File: config.mk
export PLATFORM = sky130hd
export DESIGN_NAME = video_mode_controller
export DESIGN_NICKNAME = d
export VERILOG_FILES = /design/src/rtl/video_mode_controller.sv
export SDC_FILE = /design/constraint.sdc
export NUM_CORES = 1
export LEC_CHECK = 0
export CORE_MARGIN = 3
export CORE_UTILIZATION = 59
export CTS_CLUSTER_SIZE = 24
export DETAILED_ROUTE_END_ITERATION = 7
export GPL_TIMING_DRIVEN = 0
export PLACE_DENSITY = 0.85
export SLEW_MARGIN = 0
export SYNTH_ARGS = -nofsm -noshare
export SYNTH_HDL_FRONTEND = slang
export SYNTH_SLANG_ARGS = --single-unit
File: constraint.sdc
create_clock -name i_Clk -period 3.55 [get_ports i_Clk]
set_input_delay 0.355 -clock i_Clk [delete_from_list [all_inputs] [get_ports i_Clk]]
set_output_delay 0.355 -clock i_Clk [all_outputs]
set_load 0.03 [all_outputs]
File: src/rtl/video_mode_controller.sv
// video_mode_controller
//   Selects the active test pattern and video source from two debounced push
//   buttons and muxes the chosen video stream onto the output.
//   Each button runs its own short/long press FSM. Requested changes collect in
//   "pending" registers and are committed to the active registers only at the
//   frame origin (Col = 0, Row = 0), so a mode change never tears a frame.
//
// Ports
//   i_Clk, i_Reset                 clock (rising edge), async active-high reset
//   i_Switch_Pattern/Source        debounced buttons, 1 = pressed
//   i_ColCount, i_RowCount         current pixel position
//   i_TP_*, i_Pong_*               test-pattern and game video
//   o_PatternSelect, o_SourceSelect active (committed) mode
//   o_Video*                       registered, blanked outside the visible area
//   o_FrameStart                   registered one-cycle frame-origin pulse
//   o_Pending                      pending mode differs from active mode
module video_mode_controller #(
    parameter int c_COLOR_BIT_WIDTH  = 3,
    parameter int c_NUM_PATTERNS     = 8,
    parameter int c_LONG_PRESS_CYCLES = 25000000,
    parameter int c_VISIBLE_COLUMNS  = 640,
    parameter int c_VISIBLE_ROWS     = 480
) (
    input  logic                         i_Clk,
    input  logic                         i_Reset,
    input  logic                         i_Switch_Pattern,
    input  logic                         i_Switch_Source,
    input  logic [9:0]                   i_ColCount,
    input  logic [9:0]                   i_RowCount,
    input  logic [c_COLOR_BIT_WIDTH-1:0] i_TP_Red,
    input  logic [c_COLOR_BIT_WIDTH-1:0] i_TP_Green,
    input  logic [c_COLOR_BIT_WIDTH-1:0] i_TP_Blue,
    input  logic [c_COLOR_BIT_WIDTH-1:0] i_Pong_Red,
    input  logic [c_COLOR_BIT_WIDTH-1:0] i_Pong_Green,
    input  logic [c_COLOR_BIT_WIDTH-1:0] i_Pong_Blue,
    output logic [3:0]                   o_PatternSelect,
    output logic                         o_SourceSelect,
    output logic [c_COLOR_BIT_WIDTH-1:0] o_VideoRed,
    output logic [c_COLOR_BIT_WIDTH-1:0] o_VideoGreen,
    output logic [c_COLOR_BIT_WIDTH-1:0] o_VideoBlue,
    output logic                         o_FrameStart,
    output logic                         o_Pending
);

    localparam int CNT_W = $clog2(c_LONG_PRESS_CYCLES + 1);
    localparam logic [CNT_W-1:0] LONG_LAST = CNT_W'(c_LONG_PRESS_CYCLES - 1);
    localparam logic [3:0] PAT_LAST = 4'(c_NUM_PATTERNS - 1);

    // ST_SUPPRESS behaves like LONG but its release produces no action; it is
    // the reset state so a button held through reset never fires an event.
    typedef enum logic [1:0] {ST_IDLE, ST_HELD, ST_LONG, ST_SUPPRESS} btn_state_t;

    logic [1:0]       btn;          // [0] = pattern, [1] = source
    btn_state_t       btn_state [2];
    logic [CNT_W-1:0] hold_cnt  [2];
    logic [1:0]       short_rel;
    logic [1:0]       long_rel;

    logic [3:0] pend_pat;
    logic       pend_src;
    logic       frame_origin;
    logic       visible;

    assign btn          = {i_Switch_Source, i_Switch_Pattern};
    assign frame_origin = (i_ColCount == 10'd0) && (i_RowCount == 10'd0);
    assign visible      = ({1'b0, i_ColCount} < 11'(c_VISIBLE_COLUMNS)) &&
                          ({1'b0, i_RowCount} < 11'(c_VISIBLE_ROWS));

    // Press classifier FSMs, one per button.
    always_ff @(posedge i_Clk or posedge i_Reset) begin
        if (i_Reset) begin
            for (int i = 0; i < 2; i++) begin
                btn_state[i] <= ST_SUPPRESS;
                hold_cnt[i]  <= '0;
            end
        end else begin
            for (int i = 0; i < 2; i++) begin
                case (btn_state[i])
                    ST_IDLE: begin
                        hold_cnt[i] <= '0;
                        if (btn[i]) btn_state[i] <= ST_HELD;
                    end
                    ST_HELD: begin
                        if (!btn[i]) begin
                            btn_state[i] <= ST_IDLE;
                        end else if (hold_cnt[i] == LONG_LAST) begin
                            btn_state[i] <= ST_LONG;   // counter holds from here on
                        end else begin
                            hold_cnt[i] <= hold_cnt[i] + 1'b1;
                        end
                    end
                    ST_LONG, ST_SUPPRESS: begin
                        if (!btn[i]) begin
                            btn_state[i] <= ST_IDLE;
                            hold_cnt[i]  <= '0;
                        end
                    end
                    default: btn_state[i] <= ST_SUPPRESS;
                endcase
            end
        end
    end

    // Release events are decoded from the registered state plus the live button.
    always_comb begin
        short_rel = '0;
        long_rel  = '0;
        for (int i = 0; i < 2; i++) begin
            short_rel[i] = (btn_state[i] == ST_HELD) && !btn[i];
            long_rel[i]  = (btn_state[i] == ST_LONG) && !btn[i];
        end
    end

    // Pending/active mode. The commit reads pend_* as registered before this
    // edge, so a release landing on the origin cycle waits a full frame.
    always_ff @(posedge i_Clk or posedge i_Reset) begin
        if (i_Reset) begin
            pend_pat        <= 4'd0;
            pend_src        <= 1'b1;
            o_PatternSelect <= 4'd0;
            o_SourceSelect  <= 1'b1;
            o_FrameStart    <= 1'b0;
        end else begin
            if (long_rel[0])
                pend_pat <= 4'd0;
            else if (short_rel[0])
                pend_pat <= (pend_pat == PAT_LAST) ? 4'd0 : pend_pat + 4'd1;

            if (short_rel[1] || long_rel[1])
                pend_src <= ~pend_src;

            if (frame_origin) begin
                o_PatternSelect <= pend_pat;
                o_SourceSelect  <= pend_src;
            end
            o_FrameStart <= frame_origin;
        end
    end

    assign o_Pending = (pend_pat != o_PatternSelect) || (pend_src != o_SourceSelect);

    // Video mux, one clock of latency, blanked outside the active area.
    always_ff @(posedge i_Clk or posedge i_Reset) begin
        if (i_Reset) begin
            o_VideoRed   <= '0;
            o_VideoGreen <= '0;
            o_VideoBlue  <= '0;
        end else if (!visible) begin
            o_VideoRed   <= '0;
            o_VideoGreen <= '0;
            o_VideoBlue  <= '0;
        end else if (o_SourceSelect) begin
            o_VideoRed   <= i_Pong_Red;
            o_VideoGreen <= i_Pong_Green;
            o_VideoBlue  <= i_Pong_Blue;
        end else begin
            o_VideoRed   <= i_TP_Red;
            o_VideoGreen <= i_TP_Green;
            o_VideoBlue  <= i_TP_Blue;
        end
    end

endmodule

---- Word-level counts from Yosys, hierarchy flattened ----
Index checks and enable logic that the tools add are counted.
W data, S select, Z words.
storage, ports and cells
  register bits ........................... 74
  output and inout port bits .............. 16
  word-level logic and storage cells ...... 87
cells by class
  reductions and logical operators ........ 21
  mux-type cells .......................... 27
  eq/ne operators ......................... 21
  magnitude comparators ................... 2
  add/subtract/negate cells ............... 3
  bitwise logic cells ..................... 1
operators with widths
  operator                 count
  $mux W25                 6
  $pmux W25 S3             2
  $add A25 B1 Y25 const B  2
  $eq A25 B25 Y1 const B   2
  $logic_not A10 Y1        2
  $mux W3                  6
  $mux W2                  8
  $ne A2 B2 Y1 const B     8
  $mux W4                  3
  $pmux W2 S3              2
  $reduce_and A3 Y1        4
  $lt A10 B10 Y1 const B   1
  $lt A10 B9 Y1 const B    1
  $eq A2 B2 Y1 const B     4
  $logic_and A1 B1 Y1      6
  $ne A3 B3 Y1 const B     2
  $add A4 B1 Y4 const B    1
  $eq A2 B1 Y1 const B     2
  $eq A4 B3 Y1 const B     1
  $logic_not A2 Y1         2
  $ne A4 B4 Y1             1
  $reduce_or A2 Y1         2
  $logic_not A1 Y1         2
  $logic_or A1 B1 Y1       2
  3 further kinds          3

---- Longest topological paths before layout ----
Gate-level depths: netlist of the first run.
  depth in word-level cells ............... 4
  depth in mapped cells ................... 8

---- Least setup slack after synthesis of the first run ----
No wires, ideal clock.
  kind .................................... register to register
  from .................................... register hold_cnt[9] in the netlist's numbering
  to ...................................... register hold_cnt[14] in the netlist's numbering
  path slack .............................. 1.451 ns
  data required time ...................... 3.429 ns
  clock period less this slack ............ 2.099 ns
  cell stages (with the launch flop) ...... 7
  path buffers ............................ 2
  data arrival time ....................... 1.978 ns
  cells stage by stage .................... dfrtp_1 or4b_1 or4_4 o21a_1 buf_6 buf_8 a22o_1
between the ends
  cells in the longest elaborated chain, start to end .. 4
RTL lines
  element                          line  RTL
  start, declared                  55    logic [CNT_W-1:0] hold_cnt [2];
  start signal, assigned by index  89    hold_cnt[i] <= hold_cnt[i] + 1'b1;
  $add A25 B1 Y25                  89
  $mux W25                         86    end else if (hold_cnt[i] == LONG_LAST) begin
  $mux W25                         84    if (!btn[i]) begin
  $pmux W25 S3                     78    case (btn_state[i])
Parallel ways exist; a longest one is shown, timed or not. The select of a mux whose other input is x is not followed.
A chain may end at the register's enable or synchronous reset.

---- Final worst setup path of the first run ----
  from .................................... register hold_cnt[30] in the netlist's numbering
  to ...................................... register hold_cnt[39] in the netlist's numbering
Same word-level chain as after synthesis.

==> summary.log, run 1 <==
qor: critical_path.setup_crit_start hold_cnt[30]
qor: detailed_routing.drtPass1Iterations 5
qor: detailed_routing.route.antenna.remaining_nets 0
qor: clock_tree.tritoncts built
qor: clock_tree.cts.repair.resized 0
qor: floorplanning.floorplan.die.width 89.0 µm
qor: critical_path.crit_chain nor4bb_1, nand4_1, o21ai_1, clkbuf_1, nor2_1, a221o_1
qor: synth.synth_top_cell_area_share 41.9%
qor: pwr.max_ir_drop_vdd 0.268 mV
qor: synth.synth.area.top_cells sky130_fd_sc_hd__dfrtp_1 42%, sky130_fd_sc_hd__nand3_1 3.9%, sky130_fd_sc_hd__dfstp_2 3.9%
qor: placement.placed_cells_incl_taps 567
qor: critical_path.slowest_delay 0.53 ns
qor: outcome.outcome finished, final reports clean
qor: clock_tree.hold_buffers 0
qor: clock_tree.cts_setup_buffers 0
qor: placement.post_detailed_placement_cell_area 4750 µm²
qor: placement.dp.final_hpwl 7140 µm
qor: layout.utilization 77.0%
qor: placement.routabilityCongestion 0.896
qor: layout.fin_area 5000 µm²
qor: clock_tree.cts.sinks 74
qor: clock_tree.h_tree_lvl_count 3
qor: floorplanning.initial_utilization 62.6%
qor: synth.yosys_warnings 0
qor: timing.timing_max_transition_violations_final 0
qor: timing.grt_setup_unrepaired false
qor: global_route.grt_start_max_net_pins 75
qor: layout.drive_above_1_share 7.91%
qor: critical_path.critical_path.slowest_cell sky130_fd_sc_hd__o21ai_1
qor: timing.tightestPinTransition 0.785 ns
qor: detailed_routing.drc_errors 0
qor: critical_path.rr_endpoint hold_cnt[39]
qor: global_route.first_pass_grt_wire_length 16,700 µm
qor: clock_tree.cts-root-buf sky130_fd_sc_hd__clkbuf_8
qor: timing.setup_viol 0
qor: synth.postSynthAreaPerCell 9.39 µm²
qor: hold_path.hold_path.startpoint i_Switch_Source
qor: critical_path.ff2ff_path_depth 6
qor: layout.final-instance-count-excl-fill 583
qor: critical_path.path_class flip-flop to flip-flop
qor: detailed_routing.num_vias 3,792
qor: synth.most_used_standard_cells_in_the_synthesized_netlist 68 x sky130_fd_sc_hd__dfrtp_1, 35 x sky130_fd_sc_hd__nand2_1, 32 x sky130_fd_sc_hd__nand3_1
qor: critical_path.largest_driver_fanout_on_the_critical_path 10
qor: hold_path.min_path_type input pin to flip-flop
qor: layout.n_antenna_cell 0
qor: floorplanning.placeableCoreArea 6490 µm²
qor: synth.synth_area 4070 µm²
qor: timing.worst_slew_margin_relative_to_its_limit 47.2%
qor: critical_path.worstSetupStartpointType flip-flop
qor: synth.synth_cell_types 59
qor: pwr.static_leakage 2.01 nW
qor: floorplanning.ios 58
qor: detailed_routing.wl_per_cell 17.7 µm
qor: critical_path.endpoint_kind flip-flop
qor: flow_run.drv_cap 0
qor: critical_path.setup.reg_to_reg.worst_slack 0.92 ns
qor: clock_tree.clk-insertion-delay-late 0.36 ns
qor: layout.area_overhead_of_the_layout_relative_to_synthesis 23.0%
qor: global_route.global_route_total_usage_across_every_layer 27.1%
qor: global_route.grt_antenna_before_repair 0
qor: critical_path.critical_path_arrival 2.87 ns
qor: synth.ys_dominant_reg_cell sky130_fd_sc_hd__dfrtp_1
qor: synth.fraction_of_registers_with_async_set_or_reset_after_synthesis 100%
qor: synth.proportion_of_synthesized_chip_area_in_sequential_cells 45.7%
qor: detailed_routing.detailedRoute.firstIterationViolations 289
qor: detailed_routing.finalWirelength 10,300 µm
qor: synth.postSynthCellCount 433
qor: placement.port_buffers 56
qor: critical_path.worstPathRequired 3.79 ns
qor: pwr.power_density 396 nW/µm²
qor: timing.timing.final.hold_violations 0
qor: synth.syn_nets 478
qor: placement.pre_cts_ws 1.03 ns
qor: timing.layout_worst_path_cycle_share 74.0%
qor: synth.synth_enable_flop_cells 0
qor: timing.fin_skew 0.0125 ns
qor: clock_tree.clock_tree.buffer_depth 2
qor: global_route.overflow_left_after_global_routing 0
qor: synth.post-synth-top-count-cell sky130_fd_sc_hd__dfrtp_1
qor: timing.achievable-frequency 381 MHz
qor: synth.synth_top_area_cell sky130_fd_sc_hd__dfrtp_1
qor: timing.setup_total_negative_slack 0 ns
qor: hold_path.worstHoldPathCells 3
qor: clock_tree.cts.clk_slew.worst_paths 0.08 ns
qor: floorplanning.dieHeight 89.0 µm
qor: layout.finish.net_count 546
qor: timing.layout_setup_ws 0.922 ns
qor: floorplanning.fp-row-count 29
qor: timing.final_period_minus_worst_setup_slack 2.63 ns
qor: global_route.via_count_of_the_first_global_routing_pass 3,545
qor: hold_path.min_delay_worst_endpoint btn_state[0]
qor: detailed_routing.avgViaCountPerCell 6.50
qor: synth.ys_seq_elements 74
qor: clock_tree.cts_made_buffers 9
qor: floorplanning.die_area 7920 µm²
qor: critical_path.rr_startpoint hold_cnt[30]
==> power breakdown <==
group | switching [mW] | leakage (nW) | total (mW) | internal [mW]
sequential | 0.0500 | 0.995 | 0.931 | 0.881
clock | 0.327 | 0.123 | 0.814 | 0.487
combinational | 0.124 | 0.889 | 0.237 | 0.113
total | 0.501 | 2.01 | 1.98 | 1.48
==> cell type report <==
class / instances / area [µm²]
buffer: 19 / 96.3
clock buffer: 10 / 138
clock inverter: 6 / 111
fill: 440 / 1490
inverter: 11 / 43.8
multi-input combinational: 329 / 2070
sequential: 74 / 1860
tap: 77 / 96.3
timing repair buffer: 57 / 588
==> sequential cells by signal (all words and copies together), names as in the netlist <==
signal,flops
o_SourceSelect,1
btn_state,4
o_VideoGreen,3
o_VideoBlue,3
hold_cnt,50
pend_src,1
o_FrameStart,1
o_PatternSelect,4
pend_pat,4
o_VideoRed,3
==> critical path: cells and delay by family (launching register included) <==
kind | cells | cell delay [ns]
AND/OR/NAND/NOR | 3 | 0.78
AO/OA/AOI/OAI | 2 | 0.80
buffers and inverters | 1 | 0.50
flip-flops | 1 | 0.43
==> how the worst max path moves through the flow <==
| stage | endpoint | slack, ns |
|---|---|---|
| floorplan | hold_cnt[0] | 1.32 |
| global placement | hold_cnt[23] | 0.12 |
| detailed placement | hold_cnt[39] | 1.03 |
| CTS | hold_cnt[39] | 0.95 |
| global route | hold_cnt[39] | 0.66 |
| finish | hold_cnt[39] | 0.92 |
==> per-layer routing <==
layer	global-route usage, %	part of all wire, %	vias up
met2	43.8	46	199
met3	4.79	9.7	21
met1	37.2	43	1792
li1	-	-	1780
met4	9.34	1.7	0
met5	0	0	-
==> logic make-up after synthesis <==
kind of cell | count (synthesis) | synth area share [%]
fa+ha+maj | 3 | 0.923
mux | 15 | 3.85
xor+xnor | 8 | 1.72
simple gates | 192 | 25.9
buf+inv | 30 | 3.39
compound gates | 111 | 18.5
flops | 74 | 45.7
==> cells in the final DEF (no fill, tap or decap), drive strengths merged, types with 7 or more instances in the layout <==
cell type      count
mux2i             10
nand4             18
and3               9
clkdlybuf4s50     56
nand2b             9
o31ai             11
nor2              26
a21oi             20
o211ai            10
a211o              7
and2               8
inv               12
nand2             36
o21ai             20
nor4              12
nand3             32
dfrtp             68
a31oi             12
clkbuf            23
nor3              13
buf                7
==> metrics by stage <==
stage	hold slack (ns)	power, mW
after CTS	0.299	1.99
after global placement	0.486	1.16
after global routing	0.348	2.05
final	0.315	1.98
after floorplan	0.444	1.07
after detailed placement	0.501	1.18
No activity file was read; power rests on OpenSTA's default activity.
==> inputs of run 2 (changes only) <==
--- a/config.mk
+++ b/config.mk
@@ -6,11 +6,11 @@
 export NUM_CORES = 1
 export LEC_CHECK = 0
 export CORE_MARGIN = 3
-export CORE_UTILIZATION = 59
+export CORE_UTILIZATION = 55
 export CTS_CLUSTER_SIZE = 24
 export DETAILED_ROUTE_END_ITERATION = 7
 export GPL_TIMING_DRIVEN = 0
-export PLACE_DENSITY = 0.85
+export PLACE_DENSITY = 0.8
 export SLEW_MARGIN = 0
 export SYNTH_ARGS = -nofsm -noshare
 export SYNTH_HDL_FRONTEND = slang
==> constraint.sdc (replaced) <==
create_clock -name i_Clk -period 2.5 [get_ports i_Clk]
set_input_delay 0.25 -clock i_Clk [delete_from_list [all_inputs] [get_ports i_Clk]]
set_output_delay 0.25 -clock i_Clk [all_outputs]
set_load 0.03 [all_outputs]
==> summary.log, run 2 (synthesis gave the netlist of run 1 again) <==
qor: outcome.outcome finished, final reports clean
qor: layout.fin_area 5040 µm² [+0.88%]
qor: timing.worst_slew_margin_relative_to_its_limit 47.9% [+0.67 points]
qor: clock_tree.h_tree_lvl_count 3 [unchanged]
qor: timing.timing.final.hold_violations 0 [unchanged]
qor: layout.largest_reg_flops 50 [unchanged]
qor: critical_path.critical_path_arrival 2.59 ns [-0.28 ns]
qor: timing.layout_worst_path_cycle_share 93.7% [+20 points]
qor: global_route.via_count_of_the_first_global_routing_pass 3,601 [+1.6%]
qor: floorplanning.floorplan.die.width 92.0 µm [+3.3%]
qor: layout.area_overhead_of_the_layout_relative_to_synthesis 24.1%
qor: timing.setup_viol 0 [unchanged]
qor: timing.timing_max_transition_violations_final 0 [unchanged]
qor: floorplanning.placeableCoreArea 6980 µm² [+7.5%]
qor: flow_run.drv_cap 0 [unchanged]
qor: critical_path.worstSetupStartpointType flip-flop
qor: detailed_routing.drc_errors 0 [unchanged]
qor: clock_tree.cts_setup_buffers 0 [unchanged]
qor: global_route.overflow_left_after_global_routing 0 [unchanged]
qor: placement.post_detailed_placement_cell_area 4780 µm² [+0.50%]
qor: global_route.grt_antenna_before_repair 0 [unchanged]
qor: placement.port_buffers 56 [unchanged]
qor: critical_path.endpoint_kind flip-flop
qor: timing.fin_skew 0.00610 ns [-0.00641 ns]
qor: clock_tree.cts.clk_slew.worst_paths 0.09 ns [about the same]
qor: critical_path.worstPathRequired 2.75 ns [-1.04 ns]
qor: layout.n_antenna_cell 0 [unchanged]
qor: hold_path.min_path_type input pin to async pin
qor: pwr.static_leakage 2.03 nW [+0.95%]
qor: critical_path.largest_driver_fanout_on_the_critical_path 10 [unchanged]
qor: floorplanning.dieHeight 92.0 µm [+3.3%]
qor: placement.pre_cts_ws 0.0159 ns [-1.01 ns]
qor: detailed_routing.route.antenna.remaining_nets 0 [unchanged]
qor: floorplanning.fp-row-count 30 [+3.4%]
qor: detailed_routing.detailedRoute.firstIterationViolations 262 [-9.3%]
qor: global_route.first_pass_grt_wire_length 17,600 µm [+5.2%]
qor: timing.layout_setup_ws 0.159 ns [-0.764 ns]
qor: pwr.p_total 2.82 mW [+42%]
qor: floorplanning.die_area 8460 µm² [+6.8%]
qor: detailed_routing.drtPass1Iterations 5 [unchanged]
qor: clock_tree.clk-insertion-delay-late 0.36 ns [about the same]
qor: global_route.global_route_total_usage_across_every_layer 25.8% [-1.3 points]
qor: floorplanning.ios 58 [unchanged]
qor: timing.achievable-frequency 427 MHz [+12%]
qor: layout.top_register hold_cnt
qor: layout.drive_above_1_share 8.50% [+0.59 points]
qor: clock_tree.cts.sinks 74 [unchanged]
qor: clock_tree.clock_tree.buffer_depth 2 [unchanged]
qor: clock_tree.cts-root-buf sky130_fd_sc_hd__clkbuf_8
qor: placement.routabilityCongestion 0.904 [+0.88%]
qor: detailed_routing.finalWirelength 10,300 µm [-0.56%]
qor: placement.dp.final_hpwl 7170 µm [+0.43%]
qor: layout.layout.filler_cells 550 [+25%]
qor: timing.final_period_minus_worst_setup_slack 2.34 ns [-0.286 ns]
qor: detailed_routing.num_vias 3,739 [-1.4%]
qor: clock_tree.hold_buffers 0 [unchanged]
qor: clock_tree.tritoncts built
qor: floorplanning.initial_utilization 58.2% [-4.4 points]
qor: timing.tightestPinTransition 0.775 ns [-0.00995 ns]
qor: pwr.power_density 559 nW/µm² [+41%]
qor: layout.final_common_cell sky130_fd_sc_hd__dfrtp_1
qor: clock_tree.cts_made_buffers 9 [unchanged]
qor: detailed_routing.avgViaCountPerCell 6.21 [-4.5%]
qor: pwr.max_ir_drop_vdd 0.271 mV [+1.0%]
qor: critical_path.path_class flip-flop to flip-flop
qor: layout.layout.cells.most_common_list 68 x sky130_fd_sc_hd__dfrtp_1, 56 x sky130_fd_sc_hd__clkdlybuf4s50_1, 35 x sky130_fd_sc_hd__nand2_1
qor: detailed_routing.wl_per_cell 17.0 µm [-3.7%]
qor: layout.finish.net_count 546 [unchanged]
qor: global_route.grt_start_max_net_pins 73 [-2.7%]
run 2: cell count changes in the layout (fill, tap and decap cells not counted):
cell	before	now
sky130_fd_sc_hd__clkbuf_4	0	1
sky130_fd_sc_hd__clkbuf_1	13	12
sky130_fd_sc_hd__clkbuf_2	0	1
sky130_fd_sc_hd__nand3_1	32	31
sky130_fd_sc_hd__o21ai_0	18	17
sky130_fd_sc_hd__nor4_2	2	1
sky130_fd_sc_hd__nand3_2	0	1
sky130_fd_sc_hd__inv_6	1	3
sky130_fd_sc_hd__clkinv_2	1	0
sky130_fd_sc_hd__o21ai_2	0	1
sky130_fd_sc_hd__buf_2	2	1
sky130_fd_sc_hd__nor4_4	0	1
sky130_fd_sc_hd__clkbuf_8	10	9
run 2: repair_timing:
action | CTS | global route
setup endpoints to repair | 4 | 25
gates resized for setup | 1 | 6
endpoints found under the hold margin | 0 | 0
run 2: path summary, 6_finish.rpt:
path / end / slack [ns] / start / cells past startpoint
setup / recovery: hold_cnt[39] / 0.16 / hold_cnt[30] / 6
hold / removal: pend_pat[0] / 0.09 / i_Reset / 2
setup reg to reg: hold_cnt[39] / 0.16 / hold_cnt[30] / 6
hold reg to reg: hold_cnt[24] / 0.50 / hold_cnt[24] / 1
max in group asynchronous: btn_state[1] / 1.84 / i_Reset / 3
min in group i_Clk: btn_state[0] / 0.22 / i_Switch_Source / 3
run 2: cell type report:
class / instances / area, µm² / area share, %
timing repair buffer: 57 / 588 / 11.7
clock buffer: 9 / 124 / 2.46
sequential: 74 / 1860 / 36.9
multi-input combinational: 329 / 2090 / 41.3
tap: 96 / 120 / 2.38
buffer: 19 / 100 / 1.98
clock inverter: 7 / 124 / 2.46
inverter: 11 / 43.8 / 0.868
run 2: stage by stage:
stage / utilization, % / setup TNS (ns) / instances / hold WS [ns]
floorplan: - / 0 / 433 / 0.403
global placement: 68.0 / -56.55 / 585 / 0.467
detailed placement: 68.4 / 0 / 586 / 0.474
CTS: 72.0 / 0 / 602 / 0.0869
global route: 72.3 / -0.00753 / 602 / 0.106
finish: 72.3 / 0 / 602 / 0.0926
run 2: power by group:
group          internal, mW  leakage, nW  switching (mW)  total [mW]
sequential             1.25        0.995          0.0689        1.32
clock                 0.673        0.121           0.495        1.17
combinational         0.160        0.910           0.171       0.331
total                  2.08         2.03           0.736        2.82
run 2: worst max-delay path, cell delays in order (launching register included):
cell	delay, ns
sky130_fd_sc_hd__dfrtp_1	0.46
sky130_fd_sc_hd__nor4bb_1	0.47
sky130_fd_sc_hd__nand4_1	0.26
sky130_fd_sc_hd__o21ai_2	0.37
sky130_fd_sc_hd__clkbuf_2	0.33
sky130_fd_sc_hd__nor2_1	0.08
sky130_fd_sc_hd__a221o_1	0.26
run 2: routing by layer:
metal,share of wire (%),routed length [µm],track usage [%],vias to the layer above
met2,45,4650,39.8,129
li1,-,-,-,1796
met1,46,4730,35.8,1799
met4,1.7,171,9.78,0
met3,6.8,696,5.58,15
met5,0,0,0,-
